[config.mk]
export PLATFORM = sky130hd
export DESIGN_NAME = turfio_sync_issuer
export DESIGN_NICKNAME = d
export VERILOG_FILES = /design/src/rtl/turfio_sync_issuer.sv
export SDC_FILE = /design/constraint.sdc
export NUM_CORES = 1
export LEC_CHECK = 0
export ABC_CLOCK_PERIOD_IN_PS = 3300
export BUFFER_PORTS_ARGS = -buffer_cell sky130_fd_sc_hd__buf_2
export CAP_MARGIN = 20
export CELL_PAD_IN_SITES_DETAIL_PLACEMENT = 1
export CELL_PAD_IN_SITES_GLOBAL_PLACEMENT = 1
export CORE_UTILIZATION = 45
export DETAILED_ROUTE_END_ITERATION = 6
export GPL_TIMING_DRIVEN = 0
export MAX_ROUTING_LAYER = met4
export PLACE_DENSITY_LB_ADDON = 0.1
export SYNTH_ARGS = -nofsm -noshare
export SYNTH_HDL_FRONTEND = slang
export SYNTH_SLANG_ARGS = --single-unit
[constraint.sdc]
create_clock -name ifclk_i -period 3.3 [get_ports ifclk_i]
set_clock_uncertainty 0.2 [all_clocks]
set_input_delay 0.99 -clock ifclk_i [delete_from_list [all_inputs] [get_ports ifclk_i]]
set_output_delay 0.99 -clock ifclk_i [all_outputs]
set_load 0.03 [all_outputs]
[src/rtl/turfio_sync_issuer.sv]
// turfio_sync_issuer: TURFIO-side sync controller. Runs the local 16-cycle
// ifclk phase counter and issues a SYNC to the command encoder on a phase
// boundary. After the programmed delay it restarts the local phase. It then
// times the round trip of the SURF's returned sync and watches it for slips.
//
// state   | meaning
// --------+----------------------------------------------------------------
// IDLE    | waiting for sync_go_i; slip monitor active once locked
// ALIGN   | waiting for local phase 15 so the command lands on phase 0
// ISSUE   | SYNC requested at the encoder, waiting for cmd_ack_i
// DELAY   | counting sync_delay_i before restarting the local phase
// MEASURE | timing the round trip to the first returned SURF sync
// CHECK   | confirming the next returned sync lands on the locked phase
module turfio_sync_issuer #(
    parameter int unsigned MEAS_TIMEOUT = 255
) (
    input  logic       ifclk_i,
    input  logic       rstn_i,
    input  logic       sync_go_i,
    input  logic [4:0] sync_delay_i,
    output logic       cmd_sync_o,
    input  logic       cmd_ack_i,
    input  logic       surf_sync_i,
    output logic [3:0] phase_o,
    output logic       sync_o,
    output logic       busy_o,
    output logic       done_o,
    output logic [7:0] latency_o,
    output logic       timeout_o,
    output logic       phase_err_o
);

    typedef enum logic [2:0] {
        S_IDLE,
        S_ALIGN,
        S_ISSUE,
        S_DELAY,
        S_MEASURE,
        S_CHECK
    } state_t;

    // Last latency count at which MEASURE may still capture; the timeout
    // flag then becomes visible MEAS_TIMEOUT+1 cycles after the ack cycle.
    localparam logic [7:0] TMO_LAST = 8'(MEAS_TIMEOUT - 1);

    state_t     state_q, state_d;
    logic [3:0] phase_q, phase_d;
    logic       sync_q;
    logic       busy_q;
    logic       cmd_q, cmd_d;
    logic       done_q, done_d;
    logic [4:0] dly_q, dly_d;
    logic [7:0] lat_cnt_q, lat_cnt_d;
    logic [7:0] lat_inc;
    logic [7:0] latency_q, latency_d;
    logic [3:0] lock_phase_q, lock_phase_d;
    logic       lock_q, lock_d;
    logic [4:0] chk_q, chk_d;
    logic       timeout_q, timeout_d;
    logic       perr_q, perr_d;

    // Saturating increment of the round-trip latency counter
    always_comb begin
        lat_inc = (lat_cnt_q == 8'hFF) ? lat_cnt_q : lat_cnt_q + 8'd1;
    end

    // Sequencing, phase counter next value and sticky status flags
    always_comb begin
        state_d      = state_q;
        phase_d      = phase_q + 4'd1;
        cmd_d        = cmd_q;
        done_d       = 1'b0;
        dly_d        = dly_q;
        lat_cnt_d    = lat_cnt_q;
        latency_d    = latency_q;
        lock_phase_d = lock_phase_q;
        lock_d       = lock_q;
        chk_d        = chk_q;
        timeout_d    = timeout_q;
        perr_d       = perr_q;

        if (lock_q && surf_sync_i && (phase_q != lock_phase_q)) begin
            perr_d = 1'b1;
        end

        case (state_q)
            S_IDLE: begin
                if (sync_go_i) begin
                    state_d   = S_ALIGN;
                    timeout_d = 1'b0;
                    perr_d    = 1'b0;
                    lock_d    = 1'b0;
                end
            end
            S_ALIGN: begin
                if (phase_q == 4'd15) begin
                    state_d = S_ISSUE;
                    cmd_d   = 1'b1;
                end
            end
            S_ISSUE: begin
                // A returned sync in the ack cycle is stale and falls through here.
                if (cmd_ack_i) begin
                    state_d   = S_DELAY;
                    cmd_d     = 1'b0;
                    dly_d     = '0;
                    lat_cnt_d = '0;
                end
            end
            S_DELAY: begin
                lat_cnt_d = lat_inc;
                dly_d     = dly_q + 5'd1;
                if (dly_q == sync_delay_i) begin
                    phase_d = '0;
                    state_d = S_MEASURE;
                end
            end
            S_MEASURE: begin
                lat_cnt_d = lat_inc;
                if (surf_sync_i) begin
                    latency_d    = lat_cnt_q;
                    lock_phase_d = phase_q;
                    chk_d        = 5'd16;
                    state_d      = S_CHECK;
                end else if (lat_cnt_q >= TMO_LAST) begin
                    timeout_d = 1'b1;
                    state_d   = S_IDLE;
                end
            end
            S_CHECK: begin
                // chk_q is a down-counter: 17 cycles allowed for the next pulse.
                if (surf_sync_i) begin
                    if (phase_q == lock_phase_q) begin
                        done_d = 1'b1;
                        lock_d = 1'b1;
                    end else begin
                        perr_d = 1'b1;
                    end
                    state_d = S_IDLE;
                end else if (chk_q == 5'd0) begin
                    timeout_d = 1'b1;
                    state_d   = S_IDLE;
                end else begin
                    chk_d = chk_q - 5'd1;
                end
            end
            default: begin
                state_d = S_IDLE;
                cmd_d   = 1'b0;
            end
        endcase
    end

    // State, counters and registered outputs
    always_ff @(posedge ifclk_i or negedge rstn_i) begin
        if (!rstn_i) begin
            state_q      <= S_IDLE;
            phase_q      <= '0;
            sync_q       <= 1'b0;
            busy_q       <= 1'b0;
            cmd_q        <= 1'b0;
            done_q       <= 1'b0;
            dly_q        <= '0;
            lat_cnt_q    <= '0;
            latency_q    <= '0;
            lock_phase_q <= '0;
            lock_q       <= 1'b0;
            chk_q        <= '0;
            timeout_q    <= 1'b0;
            perr_q       <= 1'b0;
        end else begin
            state_q      <= state_d;
            phase_q      <= phase_d;
            sync_q       <= (phase_d == 4'd15);
            busy_q       <= (state_d != S_IDLE);
            cmd_q        <= cmd_d;
            done_q       <= done_d;
            dly_q        <= dly_d;
            lat_cnt_q    <= lat_cnt_d;
            latency_q    <= latency_d;
            lock_phase_q <= lock_phase_d;
            lock_q       <= lock_d;
            chk_q        <= chk_d;
            timeout_q    <= timeout_d;
            perr_q       <= perr_d;
        end
    end

    assign cmd_sync_o  = cmd_q;
    assign phase_o     = phase_q;
    assign sync_o      = sync_q;
    assign busy_o      = busy_q;
    assign done_o      = done_q;
    assign latency_o   = latency_q;
    assign timeout_o   = timeout_q;
    assign phase_err_o = perr_q;

endmodule

# Word-level counts from Yosys, hierarchy flattened

Index checks and enable logic that the tools add are counted.

Order comparisons: 1
$add $sub $neg: 4
Equal/unequal tests: 23
Mux-type cells: 40
Reduce and logical (&&, ||, !) cells: 19
Bitwise logic cells: 1

Operators with widths:

| cell                                                     | count |
|---|---|
| two-way mux 3 bit                                        | 8 |
| inequality test 2 bit, second input constant             | 12 |
| two-way mux 5 bit                                        | 4 |
| case mux 5 bit (2 select lines)                          | 2 |
| case mux 3 bit (6 select lines)                          | 1 |
| two-way mux 1 bit                                        | 16 |
| two-way mux 8 bit                                        | 2 |
| case mux 8 bit (2 select lines)                          | 1 |
| adder 8 x 1 -> 8 bit, second input constant              | 1 |
| == test 4 bit, second input constant                     | 2 |
| == test 8 bit, second input constant                     | 1 |
| greater-or-equal comparator 8 bit, second input constant | 1 |
| two-way mux 4 bit                                        | 2 |
| AND reduction 4 bit                                      | 2 |
| nonzero test 2 bit                                       | 4 |
| == test 3 x 2 -> 1 bit, second input constant            | 2 |
| == test 3 bit, second input constant                     | 2 |
| case mux 1 bit (3 select lines)                          | 2 |
| AND reduction 3 bit                                      | 2 |
| AND reduction 6 bit                                      | 1 |
| nonzero test 3 bit                                       | 2 |
| adder 5 x 1 -> 5 bit, second input constant              | 1 |
| == test 5 bit                                            | 1 |
| zero test 5 bit                                          | 1 |
| 12 further kinds                                         | 15 |

Register bits after elaboration: 44
Word-level logic and storage cells: 102
Bits of input ports: 10
Output and inout port bits: 18

# Longest topological paths before layout

Gate-level depths: netlist of run 1.

Depth after elaboration: 6
Depth in mapped cells: 6
Gate-level depth less buffers: 6

# Worst setup path before layout of run 1

OpenSTA, ideal clock, no wires.

Kind: input to register
From: in surf_sync_i
To: reg state_q[2]
Path slack: 1.063 ns
Setup time: 0.132 ns
Data required time: 2.968 ns
Arrival time: 1.905 ns
Cell stages on the path: 3
Buffers on the path: 1
Cells stage by stage: clkbuf_1 o41ai_2 or3b_1

Cells in the longest elaborated chain, start to end: 2
Elaborated cells on any way between the ends: 3
Those cells by class: mux: 3

RTL lines:

| what                                        | line     | source |
|---|---|---|
| from (decl)                                 | 23       | `input logic surf_sync_i,` |
| two-way mux 3 bit, on equally long branches | 132, 120 |  |
| case mux 3 bit (6 select lines) *           | 86       | `case (state_q)` |
| named net state_d[2]                        | 46       | `state_t state_q, state_d;` |
| to (signal assigned)                        | 172      | `state_q <= state_d;` |
| to (decl)                                   | 46       |  |

Mark *: on every way through the listed nets, which the timed path passes. The rest lies on a longest branch.
A chain may end at the register's enable or synchronous reset.

# Worst setup path after layout of run 1

From: in sync_delay_i[4]
To: reg sync_q (netlist: sync_o)

Cells in the longest elaborated chain, start to end: 4

RTL lines:

| what                 | line | source |
|---|---|---|
| from (decl)          | 20   | `input logic [4:0] sync_delay_i,` |
| == test 5 bit        | 113  | `if (dly_q == sync_delay_i) begin` |
| two-way mux 4 bit    | 113  |  |
| two-way mux 4 bit    | 86   |  |
| == test 4 bit        | 174  | `sync_q <= (phase_d == 4'd15);` |
| to (signal assigned) | 174  |  |
| to (decl)            | 48   | `logic sync_q;` |

Every way passes these cells.

==> results.json, run 1 <==
{
  "globalRouteOverflowTotal": 0,
  "finish.net_count": 278,
  "top_level_ports": 28,
  "antenna_violations_before_repair": 0,
  "ys_ff_latch": 44,
  "wire_per_inst_um": 15.3,
  "drt_iter0_drc": 77,
  "die-width_um": 72.6,
  "post-route-min-period_ns": 2.24,
  "cts-resized-gates": 0,
  "worstSetupStartpointType": "input port",
  "setup.worst_path.end_class": "register",
  "rsz0062_at_grt": "false",
  "cts_max_level": 2,
  "floorplan.rows": 25,
  "synth_sequential_area_ratio_pct": 49.1,
  "ff_latch_area_um2": 1100,
  "clk_transition_reported_paths_ns": 0.09,
  "cts_tree": "built",
  "yosys_warning_total": 0,
  "design_area_um2": 2640,
  "place_area_um2": 2460,
  "gr-max-usage-layer": "met2",
  "global_route_met1_utilization_pct": 29.3,
  "finalSetupViolations": 0,
  "mappedNetlistNets": 244,
  "worstHoldPathType": "reg2reg",
  "cts_hold_buf": 0,
  "synthTopCellsByArea": "sky130_fd_sc_hd__dfrtp_1 49%, sky130_fd_sc_hd__nand2_1 8.5%, sky130_fd_sc_hd__ha_1 3.3%",
  "critPathMaxFanout": 6,
  "hold_viol_final": 0,
  "worstPathArrival_ns": 2.19,
  "hold_end": "latency_o[2]",
  "final.setup.tns_ns": 0,
  "final_min_period_over_clock_period_pct": 68.0,
  "vdd_ir_drop_max_v": 0.000383,
  "slew_headroom_pct": 45.2,
  "asyncSetResetFlopFracSynth_pct": 100,
  "detail_route.wirelength_um": 5060,
  "post_synth_edffs": 0,
  "vias_in_the_first_global_route": 1763,
  "hold-path-cell-count": 2,
  "worstPathRequired_ns": 3.25,
  "clock_sinks": 44,
  "cts.root.buffer_cell": "sky130_fd_sc_hd__clkbuf_8",
  "r2r-end": "busy_o",
  "postRouteAntennaNets": 0,
  "avgSynthCellArea_um2": 9.84,
  "met2_usage_pct": 35.2,
  "number_of_distinct_standard_cells_referenced_by_the_synthesized_netlist": 48,
  "max_cap_viol_count": 0,
  "worst_pin_slew_ns": 0.816,
  "grt_start_max_net_pins": 45,
  "port-buffer-count": 26,
  "numCtsBuffers": 5,
  "source_of_the_worst_register_to_register_timing_path": "chk_q[0]",
  "max_freq_mhz": 445,
  "grt_util_met3_pct": 3.31,
  "antenna-diode-count": 0,
  "die_area_um2": 5270,
  "groute.usage.overall_pct": 22.1,
  "place_congestion": 0.790,
  "n_fill_cell": 576,
  "drc": 0,
  "die_height_um": 72.6,
  "layout-drive-gt1-share_pct": 19.4,
  "vias_post_dr": 1760,
  "drtPass1Iterations": 4,
  "insertion_delay_ns": 0.29,
  "flow.area_growth_from_synthesis_pct": 17.5,
  "synth_cells": 228,
  "multi_input_area_um2": 1070,
  "status": "finished clean",
  "postSynth.topFlopCell": "sky130_fd_sc_hd__dfrtp_1",
  "detail_route.vias_per_cell": 5.33,
  "post-dp-hpwl_um": 3640,
  "worstRegToRegCells": 6,
  "power_density_nw_per_um2": 830,
  "syn_area_um2": 2240,
  "cell_taking_the_most_area_after_synthesis": "sky130_fd_sc_hd__dfrtp_1",
  "initial_core_util_pct": 47.2,
  "core_area_um2": 4750,
  "rrSetupSlack_ns": 1.20,
  "grt_pass1_wl_um": 8520,
  "timing.hold.worst.start": "latency_o[2]",
  "clockBufferDepth": 2,
  "final.hold.worst_slack_ns": 0.270,
  "cellLeakagePower_nw": 1.31,
  "critical_path_class": "in2reg",
  "post_cts_buffers": 0,
  "finalMaxSlewViolations": 0,
  "yosysTopAreaCellShare_pct": 49.1
}
-- layer usage --
metal	share of wire (%)	up-vias
met3	2.0	5
met1	48	877
met5	0	-
met4	0.77	0
met2	50	23
li1	-	855
-- final cells by class --
| class | instances | area share (%) |
|---|---|---|
| timing repair buffer | 27 | 5.69 |
| tap | 67 | 3.18 |
| sequential | 44 | 41.7 |
| buffer | 8 | 1.57 |
| clock buffer | 5 | 2.61 |
| inverter | 8 | 1.14 |
| clock inverter | 3 | 3.42 |
| multi-input combinational | 168 | 40.7 |
-- cell usage after synthesis, drive strengths merged (2+ instances only) --
| library cell | instances |
|---|---|
| a21oi | 5 |
| a22o | 2 |
| and3 | 3 |
| and3b | 2 |
| buf | 4 |
| clkbuf | 4 |
| dfrtp | 44 |
| ha | 6 |
| inv | 8 |
| mux2i | 4 |
| nand2 | 52 |
| nand3 | 10 |
| nand3b | 2 |
| nand4 | 2 |
| nor2 | 14 |
| nor2b | 4 |
| nor3 | 6 |
| nor4 | 2 |
| nor4b | 2 |
| o211ai | 5 |
| o21ai | 12 |
| o31ai | 3 |
| o32ai | 2 |
| or3 | 2 |
| or3b | 2 |
| xnor2 | 6 |
| xor2 | 8 |
-- layout by cell type (no fill, tap or decap), types with 4 or more instances in the layout --
cell type / n
sky130_fd_sc_hd__nand2_1: 51
sky130_fd_sc_hd__dfrtp_1: 44
sky130_fd_sc_hd__buf_2: 28
sky130_fd_sc_hd__nor2_1: 14
sky130_fd_sc_hd__o21ai_0: 12
sky130_fd_sc_hd__nand3_1: 10
sky130_fd_sc_hd__inv_1: 8
sky130_fd_sc_hd__xor2_1: 8
sky130_fd_sc_hd__xnor2_1: 6
sky130_fd_sc_hd__ha_1: 6
sky130_fd_sc_hd__nor3_1: 5
sky130_fd_sc_hd__o211ai_1: 5
sky130_fd_sc_hd__a21oi_1: 5
sky130_fd_sc_hd__clkbuf_8: 5
sky130_fd_sc_hd__nor2b_1: 4
sky130_fd_sc_hd__mux2i_1: 4
-- cell families (layout without fill, tap and decap cells) --
family	after synthesis	after routing	synth area share (%)
and+or+nand+nor	107	107	24.8
AOI/OAI and AO/OA	36	36	11.7
DFF	44	44	49.1
buffers and inverters	16	51	3.18
xor gates and xnor gates	14	14	5.46
muxes	5	5	2.45
adders and majority gates	6	6	3.34
-- through the flow --
| step | setup WS (ns) | cells | util [%] | total power [mW] |
|---|---|---|---|---|
| floorplan | 1.06 | 228 | - | 1.40 |
| global placement | 0.704 | 321 | 51.7 | 1.60 |
| detailed placement | 0.716 | 321 | 51.7 | 1.63 |
| CTS | 1.02 | 329 | 55.1 | 2.20 |
| global route | 0.937 | 330 | 55.5 | 2.33 |
| finish | 1.06 | 330 | 55.5 | 2.19 |
-- where the power goes --
group / internal [mW] / total, mW / switching, mW
Sequential: 0.693 / 0.892 / 0.199
Combinational: 0.284 / 0.732 / 0.448
Clock: 0.379 / 0.566 / 0.187
Total: 1.36 / 2.19 / 0.834
-- flip-flops by register name, summed over array words and instances (netlist names) --
register      flops
phase_o           4
lat_cnt_q         8
chk_q             5
latency_o         8
dly_q             5
state_q           3
lock_phase_q      4
timeout_o         1
lock_q            1
busy_o            1
done_o            1
sync_o            1
phase_err_o       1
cmd_sync_o        1
-- worst max path at each step --
| stage | endpoint | slack, ns | cells after the start | startpoint |
|---|---|---|---|---|
| 2_1_floorplan | state_q[2] | 1.06 | 3 | surf_sync_i |
| 4_1_cts | sync_o | 1.02 | 5 | sync_delay_i[4] |
| 3_5_place_dp | sync_o | 0.72 | 5 | sync_delay_i[4] |
| 5_1_grt | phase_o[2] | 0.94 | 5 | sync_delay_i[4] |
| 3_3_place_gp | sync_o | 0.70 | 5 | sync_delay_i[4] |
| 6_report | sync_o | 1.06 | 5 | sync_delay_i[4] |
-- critical path: stages --
cell                      delay, ns
sky130_fd_sc_hd__buf_2         0.10
sky130_fd_sc_hd__xnor2_1       0.16
sky130_fd_sc_hd__nand3_1       0.13
sky130_fd_sc_hd__nor3_1        0.68
sky130_fd_sc_hd__nor4_1        0.13
Note: power is estimated with default switching activity, not from simulation.
==> inputs of run 2 (changes only) <==
--- a/config.mk
+++ b/config.mk
@@ -5,12 +5,12 @@
 export SDC_FILE = /design/constraint.sdc
 export NUM_CORES = 1
 export LEC_CHECK = 0
-export ABC_CLOCK_PERIOD_IN_PS = 3300
+export ABC_CLOCK_PERIOD_IN_PS = 2260
 export BUFFER_PORTS_ARGS = -buffer_cell sky130_fd_sc_hd__buf_2
 export CAP_MARGIN = 20
 export CELL_PAD_IN_SITES_DETAIL_PLACEMENT = 1
 export CELL_PAD_IN_SITES_GLOBAL_PLACEMENT = 1
-export CORE_UTILIZATION = 45
+export CORE_UTILIZATION = 44
 export DETAILED_ROUTE_END_ITERATION = 6
 export GPL_TIMING_DRIVEN = 0
 export MAX_ROUTING_LAYER = met4
==> constraint.sdc (replaced) <==
create_clock -name ifclk_i -period 2.26 [get_ports ifclk_i]
set_clock_uncertainty 0.2 [all_clocks]
set_input_delay 0.678 -clock ifclk_i [delete_from_list [all_inputs] [get_ports ifclk_i]]
set_output_delay 0.678 -clock ifclk_i [all_outputs]
set_load 0.03 [all_outputs]
==> run 2 against run 1 <==
  * Routed wire length decreased by 4.8%
  * Cell count unchanged
  * Global-route usage decreased by 0.93 points
  * Largest cell class unchanged
  * Critical path depth decreased by 2
==> results.json, run 2 (synthesis gave the netlist of run 1 again) <==
{
  "status": "finished clean",
  "worstPathArrival_ns": 1.95,
  "die-width_um": 73.4,
  "groute.usage.overall_pct": 21.2,
  "floorplan.rows": 25,
  "place_congestion": 0.766,
  "finish.cell_count_without_fillers": 330,
  "dpl_worst_slack_ns": -0.0476,
  "drtPass1Iterations": 4,
  "antenna_violations_before_repair": 0,
  "worst_slack_ns": 0.254,
  "setup.worst_path.end_class": "register",
  "globalRouteOverflowTotal": 0,
  "worstPathRequired_ns": 2.20,
  "vias_in_the_first_global_route": 1723,
  "max_cap_viol_count": 0,
  "die_height_um": 73.4,
  "clk_transition_reported_paths_ns": 0.08,
  "clock_sinks": 44,
  "worst_pin_slew_ns": 0.889,
  "hold_viol_final": 0,
  "post-route-min-period_ns": 2.01,
  "wire_per_inst_um": 14.6,
  "grt_start_max_net_pins": 45,
  "cts_hold_buf": 0,
  "critical_path_class": "reg2reg",
  "grt_pass1_wl_um": 8330,
  "initial_core_util_pct": 46.6,
  "worstSetupStartpointType": "register",
  "rsz0062_at_grt": "false",
  "place.detailed.instances": 321,
  "die_area_um2": 5390,
  "worstRegToRegCells": 3,
  "finalMaxSlewViolations": 0,
  "top_level_ports": 28,
  "drt_iter0_drc": 74,
  "slew_headroom_pct": 40.3,
  "cts_max_level": 2,
  "max_freq_mhz": 498,
  "cellLeakagePower_nw": 1.28,
  "layout_commonest_cell": "sky130_fd_sc_hd__nand2_1",
  "post-dp-hpwl_um": 3440,
  "detail_route.wirelength_um": 4810,
  "cts-resized-gates": 0,
  "numCtsBuffers": 5,
  "worstHoldPathType": "in2async",
  "power_density_nw_per_um2": 1110,
  "clockBufferDepth": 2,
  "finish.net_count": 278,
  "detail_route.vias_per_cell": 5.24,
  "flow.area_growth_from_synthesis_pct": 15.0,
  "antenna-diode-count": 0,
  "vdd_ir_drop_max_v": 0.000552,
  "finalPower_mw": 2.88,
  "final.hold.worst_slack_ns": 0.0668,
  "drc": 0,
  "layout-drive-gt1-share_pct": 19.0,
  "cts_tree": "built",
  "core_area_um2": 4820,
  "vias_post_dr": 1728,
  "final_min_period_over_clock_period_pct": 88.8,
  "mostFrequentLayoutCells": "51 x sky130_fd_sc_hd__nand2_1, 44 x sky130_fd_sc_hd__dfrtp_1, 28 x sky130_fd_sc_hd__buf_2",
  "insertion_delay_ns": 0.30,
  "post_cts_buffers": 0,
  "cts.root.buffer_cell": "sky130_fd_sc_hd__clkbuf_8",
  "critPathMaxFanout": 7,
  "postRouteAntennaNets": 0,
  "port-buffer-count": 26,
  "finalSetupViolations": 0
}
[run 2: changes by cell type in the layout (fill, tap and decap cells not counted)]
cell,delta
sky130_fd_sc_hd__bufinv_16,-3
sky130_fd_sc_hd__nor4b_4,+1
sky130_fd_sc_hd__clkbuf_1,+1
sky130_fd_sc_hd__clkbuf_8,+1
sky130_fd_sc_hd__clkinvlp_4,+1
sky130_fd_sc_hd__nor4b_2,-1
[run 2: cell type report]
type / count / area (µm²)
Multi-Input combinational cell: 168 / 1080
Clock inverter: 1 / 7.51
Sequential cell: 44 / 1100
Timing Repair Buffer: 27 / 150
Clock buffer: 7 / 86.3
Buffer: 8 / 41.3
Fill cell: 597 / 2240
Inverter: 8 / 30.0
Tap cell: 67 / 83.8
[run 2: routing by layer]
layer,wire length (µm),track usage [%],vias to the layer above
met5,0,-,-
met3,126,3.29,8
met2,2200,34.2,27
met4,59,6.41,0
li1,-,-,856
met1,2430,27.5,837
[run 2: final timing paths]
path | startpoint | to | slack [ns]
min in group ifclk_i | latency_o[6] | latency_o[6] | 0.27
min reg2reg | latency_o[6] | latency_o[6] | 0.27
max in group asynchronous | rstn_i | lat_cnt_q[6] | 1.32
min | rstn_i | lat_cnt_q[7] | 0.07
max | state_q[0] | sync_o | 0.25
max reg2reg | state_q[0] | sync_o | 0.25
[run 2: worst max-delay path, stage by stage (launching register included)]
cell,delay [ns]
sky130_fd_sc_hd__dfrtp_1,0.49
sky130_fd_sc_hd__nand3b_1,0.24
sky130_fd_sc_hd__nor3_1,0.78
sky130_fd_sc_hd__nor4_1,0.13
[run 2: metrics by stage]
stage / instance area [µm²] / utilization [%] / TNS (ns)
after floorplan: 2240 / - / 0
after detailed placement: 2460 / 51.0 / -0.129
after global routing: 2580 / 53.6 / 0
after CTS: 2550 / 53.0 / 0
final: 2580 / 53.6 / 0
after global placement: 2460 / 51.0 / -0.0466
[run 2: power by group]
group / leakage [nW] / switching (mW) / internal, mW
Sequential: 0.572 / 0.286 / 1.01
Combinational: 0.664 / 0.641 / 0.416
Clock: 0.0445 / 0.272 / 0.249
Total: 1.28 / 1.20 / 1.68
